===== src/rtl/button_conditioner_pkg.sv =====
// rtl/button_conditioner_pkg.sv - shared button indices, move encodings and debounce default
//
// Purpose: constants and helpers shared by button_conditioner and button_debounce.
// Ports:   none (package).
package button_conditioner_pkg;

  localparam int DEBOUNCE_CYCLES_DEFAULT = 1000000;  // 20 ms at 50 MHz
  localparam int NUM_BTN = 5;

  // btn_raw / btn_level bit positions
  localparam int BTN_UP    = 0;
  localparam int BTN_MID   = 1;
  localparam int BTN_DOWN  = 2;
  localparam int BTN_LEFT  = 3;
  localparam int BTN_RIGHT = 4;

  // cmd_dir one-hot encodings
  localparam logic [3:0] DIR_NONE  = 4'b0000;
  localparam logic [3:0] DIR_UP    = 4'b0001;
  localparam logic [3:0] DIR_DOWN  = 4'b0010;
  localparam logic [3:0] DIR_LEFT  = 4'b0100;
  localparam logic [3:0] DIR_RIGHT = 4'b1000;

  // Keep only the highest-priority request: up > down > left > right,
  // which is simply the lowest set bit of the cmd_dir-ordered vector.
  function automatic logic [3:0] pick_dir(input logic [3:0] req);
    logic [3:0] res;
    res = DIR_NONE;
    if (req[0])      res = DIR_UP;
    else if (req[1]) res = DIR_DOWN;
    else if (req[2]) res = DIR_LEFT;
    else if (req[3]) res = DIR_RIGHT;
    return res;
  endfunction

endpackage


===== src/rtl/button_debounce.sv =====
// rtl/button_debounce.sv - two-flop synchroniser plus mismatch-count debouncer for one button
//
// Purpose: produce a glitch-free stable level from one asynchronous raw button.
// Ports:   clk    - system clock
//          rst_n  - asynchronous active-low reset
//          din    - raw asynchronous button input
//          level  - debounced stable level
module button_debounce
  import button_conditioner_pkg::*;
#(
  parameter int DEBOUNCE_CYCLES = DEBOUNCE_CYCLES_DEFAULT
) (
  input  logic clk,
  input  logic rst_n,
  input  logic din,
  output logic level
);

  // Counter only ever holds 0..DEBOUNCE_CYCLES-1; the flip happens instead of
  // reaching DEBOUNCE_CYCLES.
  localparam int CW = $clog2(DEBOUNCE_CYCLES);
  localparam logic [CW-1:0] CNT_LAST = CW'(DEBOUNCE_CYCLES - 1);

  logic [1:0]    sync_q;
  logic [CW-1:0] cnt;

  always_ff @(posedge clk or negedge rst_n) begin
    if (!rst_n) begin
      sync_q <= 2'b00;
      cnt    <= '0;
      level  <= 1'b0;
    end else begin
      sync_q <= {sync_q[0], din};
      if (sync_q[1] == level) begin
        cnt <= '0;
      end else if (cnt == CNT_LAST) begin
        level <= ~level;
        cnt   <= '0;
      end else begin
        cnt <= cnt + CW'(1);
      end
    end
  end

endmodule


===== src/rtl/button_conditioner.sv =====
// rtl/button_conditioner.sv - debounced 5-way pad to move-command handshake and game reset
//
// Purpose: debounce five buttons, turn direction presses into a one-deep
//          valid/ready move command, middle press into a game-reset pulse.
// Ports:   clk, rst_n  - clock, asynchronous active-low reset
//          btn_raw     - raw buttons (up, middle, down, left, right)
//          btn_level   - debounced levels, same order
//          cmd_valid   - move command pending
//          cmd_dir     - one-hot move (up, down, left, right), 0 when idle
//          cmd_ready   - consumer accepts the pending command
//          game_rst    - one-cycle pulse after a middle press
//          drop_cnt    - saturating count of discarded direction-press cycles
module button_conditioner
  import button_conditioner_pkg::*;
#(
  parameter int DEBOUNCE_CYCLES = DEBOUNCE_CYCLES_DEFAULT
) (
  input  logic               clk,
  input  logic               rst_n,
  input  logic [NUM_BTN-1:0] btn_raw,
  output logic [NUM_BTN-1:0] btn_level,
  output logic               cmd_valid,
  output logic [3:0]         cmd_dir,
  input  logic               cmd_ready,
  output logic               game_rst,
  output logic [7:0]         drop_cnt
);

  for (genvar i = 0; i < NUM_BTN; i++) begin : g_btn
    button_debounce #(.DEBOUNCE_CYCLES(DEBOUNCE_CYCLES)) u_debounce (
      .clk   (clk),
      .rst_n (rst_n),
      .din   (btn_raw[i]),
      .level (btn_level[i])
    );
  end

  // Previous level starts at 0, so a button held through reset shows up as a
  // fresh press once its level settles.
  logic [NUM_BTN-1:0] level_q;
  logic [NUM_BTN-1:0] press;
  logic [3:0]         dir_req;
  logic [3:0]         dir_pick;

  assign press    = btn_level & ~level_q;
  assign dir_req  = {press[BTN_RIGHT], press[BTN_LEFT], press[BTN_DOWN], press[BTN_UP]};
  assign dir_pick = pick_dir(dir_req);

  logic       valid_n;
  logic [3:0] dir_n;
  logic [7:0] drop_n;
  logic       game_rst_n;
  logic       drop;

  always_comb begin
    valid_n    = cmd_valid;
    dir_n      = cmd_dir;
    drop_n     = drop_cnt;
    game_rst_n = 1'b0;
    drop       = 1'b0;
    if (press[BTN_MID]) begin
      // Middle wins outright: any direction press this cycle is ignored and not counted.
      valid_n    = 1'b0;
      dir_n      = DIR_NONE;
      drop_n     = 8'd0;
      game_rst_n = 1'b1;
    end else begin
      if (cmd_valid && cmd_ready) begin
        valid_n = 1'b0;
        dir_n   = DIR_NONE;
      end
      if (|dir_req) begin
        if (!cmd_valid || cmd_ready) begin
          valid_n = 1'b1;
          dir_n   = dir_pick;
          drop    = (dir_req != dir_pick);
        end else begin
          drop = 1'b1;
        end
      end
      if (drop && (drop_cnt != 8'hFF)) drop_n = drop_cnt + 8'd1;
    end
  end

  always_ff @(posedge clk or negedge rst_n) begin
    if (!rst_n) begin
      level_q   <= '0;
      cmd_valid <= 1'b0;
      cmd_dir   <= DIR_NONE;
      drop_cnt  <= 8'd0;
      game_rst  <= 1'b0;
    end else begin
      level_q   <= btn_level;
      cmd_valid <= valid_n;
      cmd_dir   <= dir_n;
      drop_cnt  <= drop_n;
      game_rst  <= game_rst_n;
    end
  end

endmodule

===== config.mk =====
export PLATFORM = sky130hd
export DESIGN_NAME = button_conditioner
export DESIGN_NICKNAME = d
export VERILOG_FILES = /design/src/rtl/button_conditioner_pkg.sv /design/src/rtl/button_debounce.sv /design/src/rtl/button_conditioner.sv
export SDC_FILE = /design/constraint.sdc
export NUM_CORES = 1
export LEC_CHECK = 0
export BUFFER_PORTS_ARGS = -buffer_cell sky130_fd_sc_hd__buf_2
export CAP_MARGIN = 30
export CORE_MARGIN = 5
export CORE_UTILIZATION = 55
export CTS_CLUSTER_SIZE = 28
export DETAILED_ROUTE_END_ITERATION = 10
export PLACE_DENSITY = 0.72
export SLEW_MARGIN = 40
export SYNTH_ARGS = -nofsm -noshare
export SYNTH_HDL_FRONTEND = slang
export SYNTH_SLANG_ARGS = --single-unit

===== constraint.sdc =====
create_clock -name clk -period 4.75 [get_ports clk]
set_clock_uncertainty 0.05 [all_clocks]
set_input_delay 0 -clock clk [delete_from_list [all_inputs] [get_ports clk]]
set_output_delay 0 -clock clk [all_outputs]
set_load 0.05 [all_outputs]

==> results of run 1 <==
[layout make-up]
type | count | area [sq um] | area share [%]
repair buffers | 34 | 218 | 3.08
well taps | 140 | 175 | 2.48
flip-flops and latches | 134 | 3350 | 47.4
clock buffers | 23 | 488 | 6.90
inverters | 11 | 41.3 | 0.584
clock inverters | 9 | 75.1 | 1.06
multi-input cells | 458 | 2720 | 38.5
[how the worst min path moves through the flow]
| stage | from | endpoint | slack (ns) | depth (start not counted) |
|---|---|---|---|---|
| floorplan | rst_n | cmd_dir[0]$_DFF_PN0_ | -0.35 | 0 |
| global placement | btn_raw[4] | g_btn[4].u_debounce.sync_q[0]$_DFF_PN0_ | 0.06 | 1 |
| detailed placement | btn_raw[0] | g_btn[0].u_debounce.sync_q[0]$_DFF_PN0_ | 0.06 | 1 |
| CTS | btn_raw[0] | g_btn[0].u_debounce.sync_q[0]$_DFF_PN0_ | 0.15 | 2 |
| global route | btn_raw[0] | g_btn[0].u_debounce.sync_q[0]$_DFF_PN0_ | 0.16 | 2 |
| finish | rst_n | g_btn[4].u_debounce.cnt[7]$_DFF_PN0_ | 0.15 | 2 |
[stage by stage]
| step | instances | total power [mW] | area [sq um] |
|---|---|---|---|
| floorplan | 621 | 1.23 | 6230 |
| global placement | 770 | 1.27 | 6430 |
| detailed placement | 770 | 1.27 | 6430 |
| CTS | 809 | 2.50 | 7060 |
| global route | 809 | 2.58 | 7070 |
| finish | 809 | 2.48 | 7070 |
[registers in the layout, summed over array words and instances, names as in the netlist]
name,flops
g_btn.u_debounce.cnt,100
g_btn.u_debounce.sync_q,10
game_rst,1
drop_cnt,8
cmd_dir,4
g_btn.u_debounce.level,5
cmd_valid,1
level_q,5
[what timing repair did]
| item | in CTS | in global routing |
|---|---|---|
| endpoints found under the hold margin | 104 | 0 |
| hold buffers | 7 | 0 |
| buffers inserted | 0 | 0 |
[metal layers]
| layer | track usage, % | share of wire [%] | vias to the layer above |
|---|---|---|---|
| li1 | - | - | 2179 |
| met1 | 24.9 | 46 | 2209 |
| met2 | 29.8 | 48 | 82 |
| met3 | 5.70 | 4.4 | 16 |
| met4 | 6.50 | 1.5 | 0 |
| met5 | 0 | 0 | - |
[power groups by stage]
stage                     clock network, mW  logic (mW)  registers, mW
after global routing                   1.31      0.0895           1.18
after CTS                              1.25      0.0793           1.17
final                                  1.22      0.0768           1.17
after detailed placement                  0      0.0743           1.19
after floorplan                           0      0.0336           1.20
after global placement                    0      0.0727           1.19
[cells in the final DEF, fill, tap and decap left out, drive strengths merged, types with 3 or more instances in the layout]
cell / Yosys / layout
nand2b: 3 / 3
a21oi: 9 / 9
nor3: 17 / 17
dlygate4sd3: 0 / 7
or2: 6 / 6
o21a: 3 / 3
nand2: 43 / 43
dfrtp: 134 / 134
inv: 11 / 11
buf: 14 / 27
mux2: 5 / 5
and4: 3 / 3
nor4: 10 / 10
nor2: 126 / 126
o31ai: 3 / 3
o21ai: 5 / 5
clkinv: 0 / 6
or3: 3 / 3
nor2b: 3 / 3
nand3: 53 / 53
nand4: 18 / 18
xnor2: 31 / 31
ha: 6 / 6
a22oi: 4 / 4
and2b: 4 / 4
or4: 4 / 4
and3: 18 / 18
xor2: 64 / 64
clkbuf: 4 / 23
[cells by family (layout without fill, tap and decap cells)]
group / Yosys count / after routing / share of synthesized area [%]
buffers and inverters: 29 / 77 / 2.67
multiplexers: 5 / 5 / 0.903
XOR/XNOR: 95 / 95 / 13.3
AND/OR/NAND/NOR: 321 / 321 / 24.9
AO/OA/AOI/OAI: 31 / 31 / 3.23
flip-flops: 134 / 134 / 53.8
adder cells (fa/ha/maj): 6 / 6 / 1.20
[worst register-to-register path, stage by stage, from the launching register on]
cell	delay, ns
dfrtp_1	0.42
ha_1	0.26
and3_1	0.23
and3_1	0.21
or2_1	0.32
or4_1	0.49
a21oi_1	0.15
==> flow_results.org, run 1 <==
** Run status
- Outcome :: finished, final reports clean

** Cells and area
- Filler instances :: 844
- Share of post-route cells with drive strength above 1 :: 10.6%
- The area growth from synthesis to layout is 13.4%.
- Cells fill 64.4% of the core in the end.
- Antenna cells :: 0
- The final layout contains 670 nets.

** Die
- In this run the horizontal extent of the chip is 116 um.
- Die Area :: 13,600 sq um
- The initialized floorplan defines 38 standard-cell rows.
- Top Ports :: 27
- For this configuration, the core starts out at a cell density of 56.8%.
- From bottom edge to top edge, the die measures 116 um.
- The core region is 11,000 sq um.

** Synthesis
- Post-synthesis sequential area ratio :: 53.8%
- Commonest register cell after synthesis :: dfrtp_1
- Averaged over all synthesized cells, the footprint is 10.0 sq um.
- Number of storage elements in the synthesis netlist :: 134
- After synthesis, the cell types taking the most area are dfrtp_1 (54%), xor2_1 (9.0%), nor2_1 (7.6%).
- The largest total area in the synthesized netlist belongs to dfrtp_1.
- Counting flops with a built-in enable in the synthesized netlist gives 0.
- Total number of yosys warnings :: 0
- Share of the synthesized area in the top cell type :: 53.8%
- Counting distinct cell types in the post-synthesis netlist gives 45.
- The mapped netlist covers 6230 sq um.
- Most repeated cell in the gate-level netlist after synthesis :: dfrtp_1
- Number of nets produced by synthesis :: 635
- In the synthesized netlist the async set-or-reset flop fraction comes to 100%.
- Most instantiated cells after synthesis :: dfrtp_1 (134), nor2_1 (126), xor2_1 (64)
- Synthesis produced a netlist whose cell count is 621.

** Power
- Dividing total power by cell area gives a power density of 350 nW/um^2.
- Fraction of power spent switching nets :: 21.2%
- Psw :: 0.525 mW
- The share of total power dissipated in the clock network is 49.5%.
- Combinational power share :: 3.1%
- Internal power comes to 1.95 mW.
- Static Leak :: 3.19 nW
- Per report_power, the sequential group accounts for 47.4% of the total.
- Peak ir drop on the vdd network :: 0.272 mV

** Route
- Number of DRC violations after detailed-routing iteration 0 :: 312
- After detailed routing, the number of remaining DRC violations is 0.
- First-pass detailed-route iteration total :: 4
- Once detail routing completed, the nets flagged for antenna violations numbered 0.
- Dividing the detail-routed via count by the number of cells gives 5.55.
- Drt wl/cell :: 14.1 um
- Routed via count :: 4,486
- Summed over all layers, the routed wires come to 11,400 um.

** Global routing
- After global routing the overflow that remains totals 0.
- Largest net degree at the start of global routing :: 98
- In the global route stage, overall resource usage came out at 18.8%.
- The via count of the first global-routing pass is 4,393.
- Number of antenna violations at the first check in global routing :: 0
- The first global-routing pass estimated 20,200 um of wire.

** Setup path
- By startpoint and endpoint, the worst setup path is classified as flop to flop.
- Arrival time at the worst endpoint :: 2.49 ns
- The critical path crosses 6 cells after its start point.
- The signal on the critical path passes through ha_1, and3_1, and3_1, or2_1, or4_1, a21oi_1.
- Last element of the critical path :: drop_cnt[7]$_DFFE_PN0P_
- In this design, the critical path's most frequently occurring cell is and3_1.
- The worst register-to-register path has a setup slack of 2.54 ns.
- Endpoint of the worst-slack reg-to-reg timing path :: drop_cnt[7]$_DFFE_PN0P_
- First element of the critical path :: drop_cnt[0]$_DFFE_PN0P_
- Worst endpoint required time :: 5.03 ns
- Measured in cells, the most critical reg-to-reg path has a length of 6.
- Critical-path maximum fanout :: 9
- Family of cells with the greatest summed delay on the critical path :: simple AND/OR/NAND/NOR gates
- Count of buffer and inverter cells on the critical path :: 0
- Startpoint of the worst register-to-register path :: drop_cnt[0]$_DFFE_PN0P_
- Stage delay of the slowest cell on the critical path :: 0.49 ns
- The worst setup path is launched from a flop.
- Setup crit end kind :: flop
- The slowest stage of the critical path is the or4_1 cell.

** Clock tree
- Clock root buffer :: clkbuf_16
- For this design, the sink count on the clock tree is 134.
- CTS H-tree depth :: 4
- Clock-pin slew on the worst setup and hold paths :: 0.05 ns
- TritonCTS built the clock tree.
- Buffers inserted during clock tree synthesis total 17.
- Clock latency of the later-clocked register in the worst-skew pair :: 0.41 ns
- Resize count post-CTS :: 0
- The longest clock path from root to sink contains 2 buffers.

** Timing
- In this run the tightest slew margin relative to its limit is 51.2%.
- Setup TNS :: 0 ns
- At the pin with the least slew margin, the transition time is 0.726 ns.
- The number of hold-slack violations in the final timing report is 0.
- Final cycle utilization of the critical path :: 46.4%
- F_max :: 0.453 GHz
- The number of max-slew violations in the final report came to 0.
- Post-route minimum period :: 2.21 ns
- Final hold analysis gives a worst-case slack of 0.151 ns.
- After layout, the worst setup slack is 2.54 ns.
- Setup repair after global routing left no endpoint under its margin.
- Count of final setup violators :: 0

** Worst hold path
- Worst min-delay path category :: primary input to async pin

** Flow run
- Number of max-cap violations :: 0

** Placement
- Half-perimeter wire length after detailed placement :: 7420 um
- Weighted congestion at the end of routability-driven global placement :: 0.814
- Prior to clock tree synthesis, the placed netlist has a worst setup slack of 2.59 ns.
- # port buffers :: 26
Note: power is estimated with default switching activity, not from simulation.
==> inputs of run 2 (changes only) <==
--- a/config.mk
+++ b/config.mk
@@ -5,13 +5,14 @@
 export SDC_FILE = /design/constraint.sdc
 export NUM_CORES = 1
 export LEC_CHECK = 0
+export ABC_AREA = 1
 export BUFFER_PORTS_ARGS = -buffer_cell sky130_fd_sc_hd__buf_2
 export CAP_MARGIN = 30
 export CORE_MARGIN = 5
 export CORE_UTILIZATION = 55
 export CTS_CLUSTER_SIZE = 28
 export DETAILED_ROUTE_END_ITERATION = 10
-export PLACE_DENSITY = 0.72
+export PLACE_DENSITY = 0.75
 export SLEW_MARGIN = 40
 export SYNTH_ARGS = -nofsm -noshare
 export SYNTH_HDL_FRONTEND = slang
==> constraint.sdc (replaced) <==
create_clock -name clk -period 1.85 [get_ports clk]
set_clock_uncertainty 0.05 [all_clocks]
set_input_delay 0 -clock clk [delete_from_list [all_inputs] [get_ports clk]]
set_output_delay 0 -clock clk [all_outputs]
set_load 0.05 [all_outputs]
==> run 2 against run 1 <==
Sequential power increased to 2.6 times the previous value. Setup slack lost 2.4 ns. Synthesized cell count is 49% higher. Via count increased by 30%. Largest cell class is now multi-input combinational cells. Largest power group unchanged.
==> flow_results.org, run 2 <==
** Synthesis
- Average cell area after synthesis :: 7.85 sq um
- The cell area that synthesis handed to floorplanning was 7240 sq um.
- During synthesis, Yosys emitted a total of 0 warnings.
- Netlist cell types :: 29
- In this run the biggest area consumer among cell types represents 46.3% of the synthesized area.
- When the netlist entered floorplanning its net count stood at 937.
- The share of the Yosys chip area taken by registers is 46.3%.
- Commonest register cell after synthesis :: dfrtp_1
- Summed over all instances, the cell type with the most area after synthesis is dfrtp_1.
- Number of storage elements in the synthesis netlist :: 134
- Number of standard cells after synthesis :: 923
- Share of synthesized flip-flops with an asynchronous set or reset :: 100%
- Yosys mapped a number of flops with a built-in enable equal to 0.
- Counting instances in the post-synthesis netlist gives the leading cell types as nor2_1 (214), nand2_1 (177), dfrtp_1 (134).
- Synth area leaders :: dfrtp_1 (46%), nor2_1 (11%), nand2_1 (9.2%)
- Most repeated cell in the gate-level netlist after synthesis :: nor2_1

** Worst hold path
- In this run the worst hold path is classified as primary input to async pin.

** Setup path
- The worst register-to-register path has a depth of 7.
- Data arrives at the worst endpoint at 1.94 ns.
- Across all register-to-register paths, the minimum setup slack is 0.15 ns.
- For the worst setup path, the data required time is 2.09 ns.
- Startpoint of the worst register-to-register path :: g_btn[1].u_debounce.cnt[0]$_DFF_PN0_
- Critical-path maximum fanout :: 7
- The worst setup path is launched from a flop.
- Category of the critical setup timing path :: flop to flop
- First element of the critical path :: g_btn[1].u_debounce.cnt[0]$_DFF_PN0_
- STA classifies the critical path endpoint as a flop.
- Last element of the critical path :: g_btn[1].u_debounce.cnt[11]$_DFF_PN0_
- Endpoint of the worst-slack reg-to-reg timing path :: g_btn[1].u_debounce.cnt[11]$_DFF_PN0_

** Die
- Area inside the core boundary :: 13,100 sq um
- Row generation in the floorplan step produced 42 rows.
- Effective utilization at floorplan :: 55.4%
- The die is 125 um wide.
- Top Ports :: 27
- In this run the vertical extent of the chip is 125 um.
- Die Area :: 15,600 sq um

** Cells and area
- Antenna cells :: 0
- The filler cells instantiated in the layout total 1,121.
- The register with the most flip-flops in the layout has 100 of them.
- Biggest register :: g_btn.u_debounce.cnt
- The net count of the finished layout is 986.
- Most common cell after layout, fill and taps aside :: nor2_1
- Area grow syn2layout :: 14.4%
- Sequential cell area :: 3350 sq um
- Highest-count cells in the layout ignoring fill and taps :: nor2_1 (214), nand2_1 (177), dfrtp_1 (134)
- The largest registers in the layout are g_btn.u_debounce.cnt x100, g_btn.u_debounce.sync_q x10, drop_cnt x8.
- Summing all multi-input logic gate instances after layout gives 3440 sq um.
- Share of post-route cells with drive strength above 1 :: 13.2%

** Route
- First-pass detailed-route iteration total :: 7
- The first routing iteration left 412 violations.
- Routed via count :: 5,823
- Post-DRT Antenna Nets :: 0
- After detailed routing, the average wire length per cell comes to 12.3 um.
- Avg Vias per Cell :: 5.02
- For this block, the routed nets add up to 14,200 um of wire.
- For this run, design rule violations remaining after detail routing come to 0.

** Clock tree
- Deepest clock path buffer count :: 2
- The clock net in this run drives a total of 134 sinks.
- The H-tree was split into 4 levels.
- Clock latency of the later-clocked register in the worst-skew pair :: 0.41 ns
- TritonCTS clock tree :: yes
- Counting the buffers created by CTS gives 17.
- Clock-pin slew on the worst setup and hold paths :: 0.06 ns
- In this run the clock root is driven by a clkbuf_16.

** Timing
- Final cycle utilization of the critical path :: 91.9%
- In this run the tightest slew margin relative to its limit is 70.4%.
- Setup TNS :: 0 ns
- Static timing analysis puts the maximum clock frequency at 0.588 GHz.
- Counting I/O delays and the setup requirement, the final critical path takes 1.70 ns.
- Setup repair after global routing left no endpoint under its margin.
- Count of final setup violators :: 0
- Total count of hold-check failures in the final report :: 0
- Hold is met by 0.0387 ns.
- The number of max-slew violations in the final report is 0.
- For the pin with the worst max-slew slack, the measured transition is 0.444 ns.

** Power
- The share of total power dissipated in combinational logic is 3.3%.
- Sequential cells account for 44.8% of the total power.
- Peak ir drop on the vdd network :: 0.705 mV
- Internal power comes to 5.29 mW.
- Per report_power, the clock group accounts for 51.9% of the total.
- In this run switching power makes up 21.0% of total power.
- Pwr/cell area :: 808 nW/um^2
- For this design the total switching power over the nets is 1.40 mW.
- Summed over all cells, the static leakage comes to 3.76 nW.

** Global routing
- Number of global-route vias before repair :: 5,560
- Most congested layer reported by global routing :: met2
- GRT Total Usage :: 19.7%
- Met1 Usage GRT :: 27.1%
- The number of antenna violations at the first check in global routing was 0.
- M2 GR Usage :: 31.6%
- The first global-routing pass estimated 25,600 um of wire.
- For this run the aggregate overflow at the end of global routing stands at 0.
- Met3 Use GR :: 4.16%
- Largest net degree at the start of global routing :: 48

** Placement
- Routability-driven placement finished with a final weighted congestion of 0.894.
- The HPWL after detailed placement is 10,200 um.
- # port buffers :: 26

** Run status
- Outcome :: finished, final reports clean

** Flow run
- Number of max-cap violations :: 0
[run 2: cell families (layout without fill, tap and decap cells)]
family / Yosys count / count (layout) / synth area share, %
AOI/OAI and AO/OA: 32 / 32 / 2.33
xor gates and xnor gates: 54 / 54 / 6.63
adders and majority gates: 6 / 6 / 1.04
buffers and inverters: 115 / 176 / 6.27
DFF: 134 / 134 / 46.3
and+or+nand+nor: 582 / 582 / 37.4
[run 2: layer usage]
metal	wire [um]	part of all wire, %
met1	6900	49
met2	6650	47
met3	530	3.7
met4	139	0.98
met5	0	0
[run 2: cell type report]
| cell class | count | share of cell area, % |
|---|---|---|
| flip-flops and latches | 134 | 40.5 |
| repair buffers | 37 | 3.16 |
| clock buffers | 19 | 5.22 |
| well taps | 176 | 2.66 |
| multi-input cells | 674 | 41.5 |
| clock inverters | 12 | 2.16 |
| inverters | 108 | 4.89 |
[run 2: power groups by stage]
stage / clock network, mW / registers [mW] / logic, mW
4_1_cts: 3.56 / 3.00 / 0.228
3_3_place_gp: 0 / 3.05 / 0.212
5_1_grt: 3.70 / 3.00 / 0.260
3_5_place_dp: 0 / 3.05 / 0.215
6_report: 3.47 / 3.00 / 0.221
2_1_floorplan: 0 / 3.05 / 0.103
[run 2: how the worst min path moves through the flow]
stage / end / slack, ns / cells past startpoint
floorplan: cmd_dir[0]$_DFF_PN0_ / -0.35 / 0
global placement: g_btn[3].u_debounce.cnt[1]$_DFF_PN0_ / -0.08 / 1
detailed placement: g_btn[3].u_debounce.cnt[1]$_DFF_PN0_ / -0.09 / 1
CTS: g_btn[3].u_debounce.cnt[1]$_DFF_PN0_ / 0.05 / 2
global route: g_btn[3].u_debounce.cnt[5]$_DFF_PN0_ / 0.1 / 2
finish: g_btn[3].u_debounce.cnt[1]$_DFF_PN0_ / 0.04 / 2
[run 2: critical path, stage by stage (launching register included)]
cell and delay [ns]:
dfrtp_1 0.38, ha_1 0.21, inv_1 0.06, nor3_2 0.26, nand3_1 0.16, nand2_1 0.21
buf_4 0.19, nor2_1 0.06
[run 2: repair_timing]
item | CTS | global route
resized for setup | 0 | 0
setup buffers | 0 | 0
hold endpoints to repair | 144 | 0
setup endpoints to repair | 0 | 0
hold buffers | 7 | 0
[run 2: metrics by stage]
| step | instances | setup WS, ns | utilization, % | cell area [sq um] | power, mW |
|---|---|---|---|---|---|
| final | 1160 | 0.150 | 63.3 | 8290 | 6.69 |
| after global routing | 1160 | 0.0210 | 63.3 | 8290 | 6.96 |
| after CTS | 1160 | 0.155 | 63.3 | 8290 | 6.79 |
| after detailed placement | 1122 | 0.222 | 58.1 | 7610 | 3.27 |
| after global placement | 1122 | 0.309 | 58.1 | 7610 | 3.26 |
| after floorplan | 923 | 0.123 | - | 7240 | 3.16 |
==> inputs of run 3 (changes only) <==
--- a/config.mk
+++ b/config.mk
@@ -5,7 +5,6 @@
 export SDC_FILE = /design/constraint.sdc
 export NUM_CORES = 1
 export LEC_CHECK = 0
-export ABC_AREA = 1
 export BUFFER_PORTS_ARGS = -buffer_cell sky130_fd_sc_hd__buf_2
 export CAP_MARGIN = 30
 export CORE_MARGIN = 5
==> run 3 against run 2 <==
The run now ends with negative setup slack left. Combinational power increased by 9.0%. Die area decreased by 13%. Final area decreased by 7.8%. Global-route usage increased by 1.1 points. Utilization increased by 6.2 points. First-iteration DRC count decreased by 11%. Non-clock buffer count increased by 44. Sequential share of layout area increased by 3.5 points. Sequential power about the same. Critical path depth decreased by 1. Via count decreased by 19%. Register-to-register slack got worse by 0.18 ns.
==> flow_results.org, run 3 (synthesized netlist as in run 1, its figures left out) <==
** Setup path
- STA classifies the critical path startpoint as a flop.
- Among the stages of the critical path, the cell type that occurs most often is and3_4.
- Setup crit end kind :: flop
- Broken down by cell family, the worst path's largest delay share belongs to simple AND/OR/NAND/NOR gates.
- Critical-path maximum fanout :: 7
- Data arrives at the worst endpoint at 2.18 ns.
- On the worst path, the slowest cell contributes a delay of 0.43 ns.
- The worst setup path is of the flop to flop kind.
- The signal on the critical path passes through ha_4, and3_4, and3_4, or2_4, or4_4, a21oi_2.
- Worst endpoint required time :: 2.15 ns
- Among all stages on the critical path, the largest delay is contributed by or4_4.
- The number of buffers and inverters on the critical path is 0.

** Cells and area
- The multi-input combinational cells in the finished layout cover a total of 2860 sq um.
- After the last flow step, the layout net total stands at 717.
- The library cells used most frequently in the layout, excluding fill and tap cells, are dfrtp_1 (130), nor2_1 (124), xor2_1 (64).
- Leaving out fill and tap cells, the most frequent cell in the layout is dfrtp_1.
- After filler insertion, the fill cell instance count of the layout stands at 795.
- After routing the design area is 7640 sq um.
- At the end of the flow the core is filled with cells to 69.6%.
- Share of post-route cells with drive strength above 1 :: 21.1%
- Flip-flop count of the largest register after layout :: 100
- Area grow syn2layout :: 22.5%
- Post-route non-filler standard cell count :: 856
- Summing all flip-flop and latch instances after layout gives 3360 sq um.
- 0 antenna diodes ended up in the layout.
- In the final layout, the registers with the most flip-flops are g_btn.u_debounce.cnt x100, g_btn.u_debounce.sync_q x10, drop_cnt x8.
- Counting flops per register, the top entry is g_btn.u_debounce.cnt.

** Power
- The worst-case IR drop observed on VDD is 0.573 mV.
- For this design the ratio of total power to cell area is 852 nW/um^2.
- Total Power :: 6.51 mW
- Summed over all cells, the static leakage comes to 3.45 nW.

** Clock tree
- The cell sitting at the root of the clock tree is a clkbuf_16.
- Clock-pin slew on the worst setup and hold paths :: 0.06 ns
- TritonCTS built the clock tree.
- The later pin in the worst-skew pair is clocked with a latency of 0.42 ns.
- The clock passes through at most 2 buffers.
- The H-tree generated during clock tree synthesis spans 4 levels.
- Clock tree synthesis inserted a total of 17 buffers.
- The clock net in this run drives a total of 134 sinks.

** Route
- Once detail routing completed, the nets flagged for antenna violations numbered 0.
- The routed layout has 4,690 vias.
- For this block, the routed nets add up to 12,700 um of wire.
- In the routed layout, each cell is associated on average with a via count of 5.48.
- Dividing the detail-routed wire length by the instance count gives 14.9 um.
- The first detailed-routing pass took 4 iterations.
- DR DRC count :: 0
- Number of DRC violations after detailed-routing iteration 0 :: 368

** Timing
- Final hold analysis gives a worst-case slack of 0.0618 ns.
- Post-route minimum period :: 1.88 ns
- For this run, the top clock speed supported by timing is 0.532 GHz.
- For the pin with the worst max-slew slack, the measured transition is 0.516 ns.
- The number of hold-slack violations in the final timing report is 0.
- Max Transition Viols Final :: 0
- Final cycle utilization of the critical path :: 102%
- Setup total negative slack on the finished layout was measured at -0.0550 ns.
- Worst Slack Setup Final :: -0.0309 ns
- Slew headroom :: 65.6%
- Unrepaired setup endpoints after global routing :: true
- Count of final setup violators :: 2

** Placement
- The wire-length estimate of the detail-placed layout is 8560 um.
- The count of buffers added on input and output ports is 26.
- Placement-stage cell area :: 6860 sq um
- Counting tap cells, the placed design contains a total of 816 instances.
- At the placement stage, the worst setup path has a slack of -0.0507 ns.
- Routability-driven placement finished with a final weighted congestion of 0.847.

** Global routing
- Global-route wire length before repair :: 22,300 um
- The number of antenna violations at the first check in global routing is 0.
- GRT Total Usage :: 20.8%
- The layer flagged by global routing as most heavily used is met2.
- For met2 alone, demand over resource in global routing was 34.8%.
- For met3 alone, demand over resource in global routing was 4.61%.
- Entering global routing, the biggest net connects 55 pins.
- For this run, global-route usage on met1 was measured as 26.5%.
- The via count of the first global-routing pass came to 4,885.
- Global routing finished with a remaining overflow of 0.

** Die
- Measured along the x axis, the die boundary spans 116 um.
- Pin placement for this block handled 27 I/O pins.
- Vert. Die Dim :: 116 um
- The floorplan step defined a die boundary enclosing 13,600 sq um.
- Number of rows created at floorplan :: 38
- The total area inside the core boundary comes to 11,000 sq um.
- For this configuration, the core starts out at a cell density of 56.8%.

** Run status
- Outcome :: finished, violations left
- The checks that failed: negative setup slack.

** Worst hold path
- Worst min-delay path category :: primary input to async pin

** Flow run
- Number of max-cap violations :: 0
run 3: cell count changes in the layout (fill, tap and decap cells not counted), moves of 13 or more:
cell,delta
nand2_1,-135
nor2_1,-90
inv_1,-88
buf_4,+41
xor2_1,+27
nand3_1,-20
and3_1,+16
nor2_2,-15
xnor2_1,+15
a21oi_1,-14
nor3_1,-14
nand2_2,-13
run 3: path summary, 6_finish.rpt:
kind                                                         start                                 endpoint  slack (ns)  cells after the start
setup / recovery                           drop_cnt[0]$_DFFE_PN0P_                  drop_cnt[6]$_DFFE_PN0P_       -0.03                      6
hold / removal                                               rst_n     g_btn[0].u_debounce.cnt[4]$_DFF_PN0_        0.06                      2
setup reg to reg                           drop_cnt[0]$_DFFE_PN0P_                  drop_cnt[6]$_DFFE_PN0P_       -0.03                      6
hold reg to reg            g_btn[0].u_debounce.sync_q[0]$_DFF_PN0_  g_btn[0].u_debounce.sync_q[1]$_DFF_PN0_        0.30                      0
max in group asynchronous                                    rst_n                       game_rst$_DFF_PN0_        1.10                      3
min in group clk                                        btn_raw[2]  g_btn[2].u_debounce.sync_q[0]$_DFF_PN0_        0.16                      2
run 3: worst register-to-register path: stages, from the launching register on:
cell     delay (ns)
dfrtp_2        0.42
ha_4           0.16
and3_4         0.17
and3_4         0.18
or2_4          0.26
or4_4          0.43
a21oi_2        0.13
run 3: metal layers:
metal / vias up / wire, um / share of wire [%]
li1: 2274 / - / -
met1: 2313 / 5660 / 45
met2: 84 / 6380 / 50
met3: 19 / 498 / 3.9
met4: 0 / 176 / 1.4
met5: - / 0 / 0
run 3: what timing repair did:
| item | CTS | global route |
|---|---|---|
| endpoints found under the setup margin | 21 | 87 |
| cloned | 0 | 0 |
| hold buffers | 7 | 0 |
| setup buffers | 0 | 1 |
| pin swaps | 3 | 7 |
| hold endpoints to repair | 142 | 0 |
| gates resized for setup | 6 | 23 |
run 3: power by group:
| group | switching (mW) | internal, mW |
|---|---|---|
| registers | 0.0391 | 2.97 |
| clock network | 1.25 | 2.00 |
| logic | 0.152 | 0.0894 |
run 3: cell type report:
| type | instances | area share (%) |
|---|---|---|
| clock buffers | 18 | 5.75 |
| clock inverters | 14 | 1.77 |
| inverters | 11 | 0.540 |
| multi-input cells | 458 | 37.5 |
| flip-flops and latches | 134 | 44.0 |
| well taps | 140 | 2.29 |
| repair buffers | 81 | 8.24 |
